<file path="config.mk">
export PLATFORM = sky130hd
export DESIGN_NAME = single_port_ram_ctrl
export DESIGN_NICKNAME = d
export VERILOG_FILES = /design/src/rtl/single_port_ram_ctrl.sv
export SDC_FILE = /design/constraint.sdc
export NUM_CORES = 1
export LEC_CHECK = 0
export CAP_MARGIN = 0
export CELL_PAD_IN_SITES_DETAIL_PLACEMENT = 1
export CELL_PAD_IN_SITES_GLOBAL_PLACEMENT = 1
export CORE_MARGIN = 2
export CORE_UTILIZATION = 20
export DETAILED_ROUTE_END_ITERATION = 16
export GPL_TIMING_DRIVEN = 0
export HOLD_SLACK_MARGIN = 0.03
export PLACE_DENSITY_LB_ADDON = 0.1
export SLEW_MARGIN = 20
export SYNTH_ARGS = -nofsm -noshare
export SYNTH_HDL_FRONTEND = slang
export SYNTH_SLANG_ARGS = --single-unit
export TNS_END_PERCENT = 100
</file>
<file path="constraint.sdc">
create_clock -name CLK -period 1.2 [get_ports CLK]
set_input_delay 0.18 -clock CLK [delete_from_list [all_inputs] [get_ports CLK]]
set_output_delay 0.18 -clock CLK [all_outputs]
set_load 0.005 [all_outputs]
</file>
<file path="src/rtl/single_port_ram_ctrl.sv">
// single_port_ram_ctrl
// Request/response front end for a single-port synchronous RAM whose read
// data (Q) appears the cycle after the address is presented. Reads take two
// cycles from accept to response beat, writes complete in the accept cycle.
//
// Build option: define SINGLE_PORT_RAM_CTRL_WRITE_ACK_EN to make every
// accepted write return a response beat one cycle later carrying the written
// data. Without it, writes produce no response beat.
module single_port_ram_ctrl #(
  parameter int DATA_WIDTH = 8,
  parameter int ADDR_WIDTH = 4
) (
  input  logic                  CLK,
  input  logic                  RST,
  // request channel
  input  logic                  req_valid,
  output logic                  req_ready,
  input  logic                  req_we,
  input  logic [ADDR_WIDTH-1:0] req_addr,
  input  logic [DATA_WIDTH-1:0] req_data,
  // response channel
  output logic                  resp_valid,
  input  logic                  resp_ready,
  output logic [DATA_WIDTH-1:0] resp_data,
  // RAM side
  output logic [ADDR_WIDTH-1:0] ram_addr,
  output logic [DATA_WIDTH-1:0] ram_d,
  output logic                  ram_we,
  input  logic [DATA_WIDTH-1:0] ram_q
);

  // IDLE: nothing outstanding; RD: RAM is producing Q for the accepted read;
  // RESP: a response beat is being offered.
  typedef enum logic [1:0] {
    IDLE = 2'd0,
    RD   = 2'd1,
    RESP = 2'd2
  } state_t;

  state_t                state;
  logic [ADDR_WIDTH-1:0] addr_q;   // last accepted address, keeps the RAM read port steady
  logic                  accept;

  // Handshake and RAM drive; a new request may enter when idle or when the
  // current response beat is being consumed. Reset blocks all acceptance so no
  // write can leak into the RAM while the controller is being cleared.
  always_comb begin
    // NOTE: every output of a combinational block gets a default first, so no
    // path leaves it unassigned and no latch is inferred.
    req_ready = 1'b0;
    accept    = 1'b0;
    ram_addr  = addr_q;
    ram_we    = 1'b0;
    ram_d     = req_data;
    if (!RST) begin
      req_ready = (state == IDLE) || ((state == RESP) && resp_ready);
    end
    accept = req_valid && req_ready;
    if (accept) begin
      ram_addr = req_addr;
      ram_we   = req_we;
    end
  end

  // Controller state, held address and registered response beat.
  always_ff @(posedge CLK) begin
    // NOTE: state is updated with non-blocking assignments so every register
    // sees the pre-edge values of the others, matching flip-flop behaviour.
    if (RST) begin
      state      <= IDLE;
      resp_valid <= 1'b0;
      resp_data  <= '0;
      addr_q     <= '0;
    end else begin
      if (accept) begin
        addr_q <= req_addr;
      end

      unique case (state)
        // IDLE behaves like RESP with the beat already consumed, so both share
        // the same next-request decision.
        IDLE, RESP: begin
          if ((state == IDLE) || resp_ready) begin
            if (!accept) begin
              state      <= IDLE;
              resp_valid <= 1'b0;
            end else if (!req_we) begin
              state      <= RD;
              resp_valid <= 1'b0;
            end else begin
`ifdef SINGLE_PORT_RAM_CTRL_WRITE_ACK_EN
              state      <= RESP;
              resp_valid <= 1'b1;
              resp_data  <= req_data;
`else
              state      <= IDLE;
              resp_valid <= 1'b0;
`endif
            end
          end
        end

        // The address was registered by the RAM on the accept edge, so Q is
        // valid now and is the only point where it is sampled.
        RD: begin
          resp_data  <= ram_q;
          resp_valid <= 1'b1;
          state      <= RESP;
        end

        default: begin
          state      <= IDLE;
          resp_valid <= 1'b0;
        end
      endcase
    end
  end

endmodule
</file>
### Word level (Yosys, flattened, before mapping)

Index checks and enable logic that the tools add are counted.

| cells by class | value |
|---|---|
| add/sub/neg operators | 0 |
| $mul | 0 |
| div/mod/pow operators | 0 |
| $lt $le $gt $ge | 0 |
| equal/unequal tests | 3 |
| shifts and indexed selects | 0 |
| muxes and demuxes | 9 |
| bitwise gates (word level) | 0 |
| reductions and logical operators | 6 |

Operators by type and width:

| kind | count |
|---|---|
| $mux W1 | 5 |
| $mux W4 | 1 |
| $pmux W2 S2 | 1 |
| $eq A2 B1 Y1 const B | 1 |
| $eq A2 B2 Y1 const B | 1 |
| $logic_and A1 B1 Y1 | 2 |
| $logic_not A2 Y1 | 1 |
| $logic_or A1 B1 Y1 | 2 |
| $mux W2 | 1 |
| $ne A2 B2 Y1 const B | 1 |
| $pmux W1 S2 | 1 |
| $reduce_or A2 Y1 | 1 |

| word-level totals | value |
|---|---|
| register bits after elaboration | 15 |
| latch bits | 0 |
| RAM bits | 0 |
| memory bits (read-only) | 0 |
| output and inout bits | 23 |
| logic and storage cells | 22 |
| memories kept | 0 |

### Longest topological paths before layout

Gate-level depths: netlist of the first run.

| logic depth | value |
|---|---|
| word-level depth | 8 |
| mapped depth | 4 |
| gate-level depth less buffers | 3 |

### Worst setup path after synthesis of the first run

Ideal clock, no wire load.

| path | value |
|---|---|
| path type | register to output |
| start | register, netlist name resp_valid |
| end | output ram_addr[0] |
| arrival | 1.084 ns |
| data required time | 1.020 ns |
| path slack | -0.064 ns |
| stages on the path, launching flop included | 4 |
| path buffers | 0 |
| path through | dfxtp_1 -> nor2b_4 -> nor3_4 -> mux2_4 |

RTL lines:

| what | RTL line | RTL |
|---|---|---|
| end: declaration | 26 | `output logic [ADDR_WIDTH-1:0] ram_addr,` |

### Worst setup path in the final report of the first run

| path | value |
|---|---|
| start | input resp_ready |
| end | output ram_addr[2] |

| on the way | value |
|---|---|
| longest elaborated chain between the ends | 5 |

RTL lines:

| what | RTL line | RTL |
|---|---|---|
| start: declaration | 23 | `input logic resp_ready,` |
| $logic_and A1 B1 Y1 | 56 | `req_ready = (state == IDLE) \|\| ((state == RESP) && resp_ready);` |
| $logic_or A1 B1 Y1 | 56 |  |
| $mux W1 | 55 | `if (!RST) begin` |
| $logic_and A1 B1 Y1 | 58 | `accept = req_valid && req_ready;` |
| $mux W4 | - |  |

No other way between the ends.

==> reports/metrics.csv, run 1 <==
metric,value,unit
Clk pwr share,25.5,%
crit end category,output pin,
worst slew pin tran,0.5045,ns
period utilisation layout,145.5,%
share of layout cells above drive strength 1,38.17,%
P_sw,251.0,uW
clock sink count,14,
Hold EP,addr_q[0],
Fin. Hold Viols,0,
PnR Total Power,1.034,mW
"Avg Cell Area, Syn",8.662,um^2
clk buf depth,2,
diodes inserted,0,
Ports,48,
GRT Util Overall,10.13,%
"FF+latch count, synth",14,
critical path class,primary input to output pin,
WL per Instance,11.10,um
TritonCTS clock tree,done,
nets,158,
fin util,38.10,%
H-tree depth,1,
failing checks,setup timing,
Hold WC Path Type,primary input to flip-flop,
number of routed nets with antenna violations,0,
hold_ws,0.1914,ns
num rows,21,
TritonRoute pass-1 iters,2,
Critical Path Start Type,primary input,
Synth area leader,dfxtp_1,
area of the core,0.003284,mm^2
Synth area leaders,"dfxtp_1 (41%), a21oi_1 (8.9%), buf_4 (8.9%)",
vias in the first global route,692,
"worst slack, placed",-0.8872,ns
R2R Path End,addr_q[2],
Post-Synthesis Net Count,103,
cells on worst reg2reg path,6,
Fill cells,404,
Comb power frac,26.9,%
RSZ-0062 raised after global routing,yes,
Clock transition at path regs,0.08,ns
DRT iter0 DRCs,9,
Switching Fraction,24.29,%
global-route wire length before repair,3132,um
Pleak,0.5402,nW
Synth cell types,21,
"Seq/Total Area, Yosys",41.48,%
Root Driver,clkbuf_4,
status,"finished, violations left",
"Clk Latency, worst-skew pair",0.27,ns
port bufs,38,
FF-to-FF setup slack,-0.02,ns
total congestion overflow,0,
drt total wl,1965,um
max-cap violation count,0,
Reg power frac,47.6,%
PwrDens,826.1,mW/mm^2
largest net degree at the start of global routing,11,
"Req. time, crit path",1.02,ns
vias per cell,3.977,
Pint,782.6,uW
crit path max fanout,4,
setup slack after layout,-0.5460,ns
Hold Path Cell Cnt,2,
die width,62.12,um
fin crit period,1.746,ns
TritonCTS Buffers,3,
maximum VDD drop,0.5261,mV
DIE HEIGHT,62.12,um
Clock Skew,0.0002394,ns
Vias,704,
hold path start,RST,
routability cong.,0.6553,
DP HPWL,1366,um
Slew headroom,66.37,%
P&R area growth vs syn,85.19,%
Reg-to-Reg Start,resp_valid,
WP data arrival,1.57,ns
top cell type's share of synthesized area,41.48,%
Initial Util,20.57,%
final slew viol count,0,
Mapped Cells,78,
YS warnings,0,
initial antenna violation count,0,
Max Fclk,0.5727,GHz
final setup fails,7,
Post-Syn Area,675.6,um^2
DRC violations left,0,
die area,0.003859,mm^2
-- worst max-delay path, stage by stage --
cell and delay, ns:
clkdlybuf4s50_1 0.52, nor2b_4 0.07, nor3_4 0.18, buf_6 0.14
buf_6 0.09, mux2_4 0.28, buf_6 0.11
-- area by class of cell --
type / count / area, um^2 / share of cell area (%)
plain buffers: 12 / 78.83 / 6.300
clock buffers: 3 / 22.52 / 1.800
multi-input cells: 52 / 330.3 / 26.40
flip-flops and latches: 14 / 294.0 / 23.50
well taps: 46 / 57.56 / 4.600
repair buffers: 50 / 467.9 / 37.40
-- power groups by stage --
stage,Clock (mW),Sequential [mW],Combinational [mW]
3_3_place_gp,0,0.506,0.249
3_5_place_dp,0,0.507,0.251
6_report,0.263,0.492,0.278
2_1_floorplan,0,0.506,0.104
5_1_grt,0.306,0.495,0.301
4_1_cts,0.280,0.494,0.274
-- through the flow --
| stage | instance area [um^2] | TNS (ns) | cells |
|---|---|---|---|
| floorplan | 676.9 | -0.2039 | 78 |
| global placement | 1115 | -5.290 | 162 |
| detailed placement | 1115 | -5.347 | 162 |
| CTS | 1222 | -2.694 | 174 |
| global route | 1251 | -3.188 | 177 |
| finish | 1251 | -2.644 | 177 |
-- registers in the layout, indices dropped and copies added, names as in the netlist --
register / flops
addr_q: 4
resp_valid: 1
resp_data: 8
state: 1
-- per-layer routing --
| layer | vias to the layer above | global-route usage (%) | share of wire, % |
|---|---|---|---|
| met5 | - | 0 | 0 |
| met4 | 0 | 2.500 | 0.41 |
| met3 | 2 | 5.254 | 7.0 |
| met2 | 26 | 16.17 | 48 |
| met1 | 317 | 12.07 | 45 |
| li1 | 359 | - | - |
-- cells in the mapped netlist, drive strengths merged --
cell type and n:
nand2 16, dfxtp 14, a21oi 12, buf 10, mux2 4, nand3 4, o21ai 4, nand2b 3
nor2b 3, clkbuf 2, nor3 2, and2 1, nor2 1, nor4 1, o21a 1
-- cells in the final DEF (no fill, tap or decap) --
master and instances:
nand2b_1 2, buf_2 3, nand3_1 4, dlygate4sd2_1 9, nor2_1 1, o21a_1 1, a21oi_1 12, dfxtp_2 5
o21ai_0 1, dfxtp_4 2, buf_1 1, clkdlybuf4s50_1 22, and2_1 1, dfxtp_1 7, buf_4 15, nand2b_4 1
o21ai_1 1, nor3_4 1, nor3_2 1, o21ai_2 2, clkbuf_2 3, buf_6 9, nand2_1 16, mux2_4 4
nor2b_4 1, nor4_1 1, clkbuf_4 3, nor2b_1 2
-- kinds of logic (layout without fill, tap and decap cells) --
logic type / Yosys count / count (layout) / share of synthesized area [%]
AOI/OAI and AO/OA: 17 / 17 / 12.96
buffers and inverters: 12 / 65 / 11.48
DFF: 14 / 14 / 41.48
muxes: 4 / 4 / 8.889
and+or+nand+nor: 31 / 31 / 25.18
-- how the worst max path moves through the flow --
stage,startpoint,depth (start not counted),end,slack (ns)
floorplan,resp_valid,3,ram_addr[0],-0.05
global placement,resp_ready,5,ram_addr[0],-0.87
detailed placement,resp_ready,5,ram_addr[0],-0.89
CTS,state[0],6,ram_addr[2],-0.59
global route,resp_valid,6,ram_addr[2],-0.62
finish,resp_ready,7,ram_addr[2],-0.55
-- what timing repair did --
item | 4_1_cts | 5_1_grt
resized for setup | 52 | 8
hold buffers | 0 | 0
pin swaps | 2 | 2
setup endpoints to repair | 15 | 6
buffers inserted | 9 | 3
No activity file was read; power rests on OpenSTA's default activity.
==> run 2: changes to the inputs <==
--- a/config.mk
+++ b/config.mk
@@ -14,6 +14,7 @@
 export GPL_TIMING_DRIVEN = 0
 export HOLD_SLACK_MARGIN = 0.03
 export PLACE_DENSITY_LB_ADDON = 0.1
+export SETUP_SLACK_MARGIN = 0.3
 export SLEW_MARGIN = 20
 export SYNTH_ARGS = -nofsm -noshare
 export SYNTH_HDL_FRONTEND = slang
==> reports/metrics.csv, run 2 (synthesis gave the netlist of run 1 again) <==
metric,value,unit
critical path depth,6,
RSZ-0062 raised after global routing,yes,
CP Cell Sequence,nor2b_4 -> nor3_4 -> buf_6 -> buf_6 -> mux2_4 -> buf_6,
die area,0.003859,mm^2
WL per Instance,11.65,um
Initial Util,20.57,%
GRT Util Overall,11.59,%
die width,62.12,um
Biggest register,resp_data,
initial antenna violation count,0,
PwrDens,834.0,mW/mm^2
clock sink count,14,
FF-to-FF setup slack,0.09,ns
TritonRoute pass-1 iters,2,
CTS Hold Buffers Added,0,
end of the critical path,ram_addr[3],
final setup fails,6,
fin util,41.75,%
M3 GR Usage,5.797,%
Root Driver,clkbuf_4,
Post-Route Setup TNS,-2.524,ns
hold_ws,0.1722,ns
Reg-to-Reg Start,resp_valid,
period utilisation layout,145.7,%
Buf/Inv on CP,3,
CP dominant cell by count,buf_6,
Setup crit start,resp_valid,
R2R Path End,addr_q[3],
DRC violations left,0,
Hold WC Path Type,primary input to flip-flop,
Slew headroom,57.06,%
clk buf depth,2,
WP data arrival,1.57,ns
Ports,48,
total congestion overflow,0,
Critical Path Start Type,flip-flop,
"most common cell after layout, fill and taps aside",buf_6,
status,"finished, violations left",
"Req. time, crit path",1.02,ns
crit end category,output pin,
vias per cell,4.168,
DIE HEIGHT,62.12,um
DP Area,0.001116,mm^2
drt total wl,2086,um
global-route wire length before repair,3546,um
met1 Use GR,11.19,%
GR Util met2,22.01,%
Pleak,0.5710,nW
largest net degree at the start of global routing,11,
Finished Layout Cells,179,
PnR Total Power,1.144,mW
Vias,746,
area of the core,0.003284,mm^2
vias in the first global route,787,
max reg flops,8,
final slew viol count,0,
diodes inserted,0,
Most Crowded Layer GR,met2,
top flop regs,"resp_data x8, addr_q x4",
share of layout cells above drive strength 1,64.66,%
fin crit period,1.748,ns
Fin. Hold Viols,0,
worst slew pin tran,0.6441,ns
routability cong.,0.6129,
"Design Area, Final",0.001371,mm^2
critical path class,flip-flop to output pin,
most frequent cells in the layout,"buf_6 (17), buf_4 (14), clkdlybuf4s50_1 (13)",
crit path max fanout,4,
TritonCTS Buffers,3,
nets,159,
failing checks,setup timing,
num rows,21,
P&R area growth vs syn,103.0,%
placed instance count,162,
max-cap violation count,0,
Clock transition at path regs,0.09,ns
DRT iter0 DRCs,9,
H-tree depth,1,
TritonCTS clock tree,done,
number of routed nets with antenna violations,0,
"worst slack, placed",-0.9122,ns
CP max-delay cell,dfxtp_4,
DP HPWL,1462,um
maximum VDD drop,0.7392,mV
Critical Path Max Stage Delay,0.35,ns
setup slack after layout,-0.5482,ns
Max Fclk,0.5720,GHz
Clock Skew,0.005190,ns
cell family with most CP delay,flip-flops,
"Clk Latency, worst-skew pair",0.28,ns
cells on worst reg2reg path,5,
port bufs,38,
[run 2: cell count changes in the layout (fill, tap and decap cells not counted), sizes merged]
cell and change:
buf +11, clkdlybuf4s50 -9, clkbuf -1, dlygate4sd2 +1
[run 2: worst min path at each step]
| stage | startpoint | to | slack, ns | cells past startpoint |
|---|---|---|---|---|
| 3_5_place_dp | resp_data[2] | resp_data[2] | 0.45 | 2 |
| 5_1_grt | RST | resp_data[4] | 0.15 | 2 |
| 3_3_place_gp | resp_data[0] | resp_data[0] | 0.44 | 2 |
| 2_1_floorplan | req_we | state[0] | 0.26 | 1 |
| 4_1_cts | RST | resp_data[4] | 0.17 | 2 |
| 6_report | RST | resp_data[4] | 0.17 | 2 |
[run 2: final cells by class]
cell class / count / area [um^2]
Clock buffer: 4 / 36.28
Sequential cell: 14 / 297.8
Buffer: 12 / 95.09
Tap cell: 46 / 57.56
Fill cell: 395 / 1913
Timing Repair Buffer: 51 / 473.0
Multi-Input combinational cell: 52 / 411.6
[run 2: where the power goes]
group | internal, mW | leakage [nW] | switching (mW) | total [mW]
logic | 0.195 | 0.431 | 0.108 | 0.303
clock network | 0.185 | 0.0210 | 0.161 | 0.345
registers | 0.483 | 0.119 | 0.0125 | 0.496
[run 2: repair_timing]
item                                   4_1_cts  5_1_grt
buffers inserted                             8        4
setup endpoints to repair                   36       29
gates cloned                                 1        0
endpoints found under the hold margin        0        0
gates resized for setup                    101       33
pin swaps                                    1        7
[run 2: metal layers]
layer / routed length [um] / vias up
li1: - / 366
met1: 727 / 353
met2: 1170 / 25
met3: 180 / 2
met4: 8 / 0
met5: 0 / -
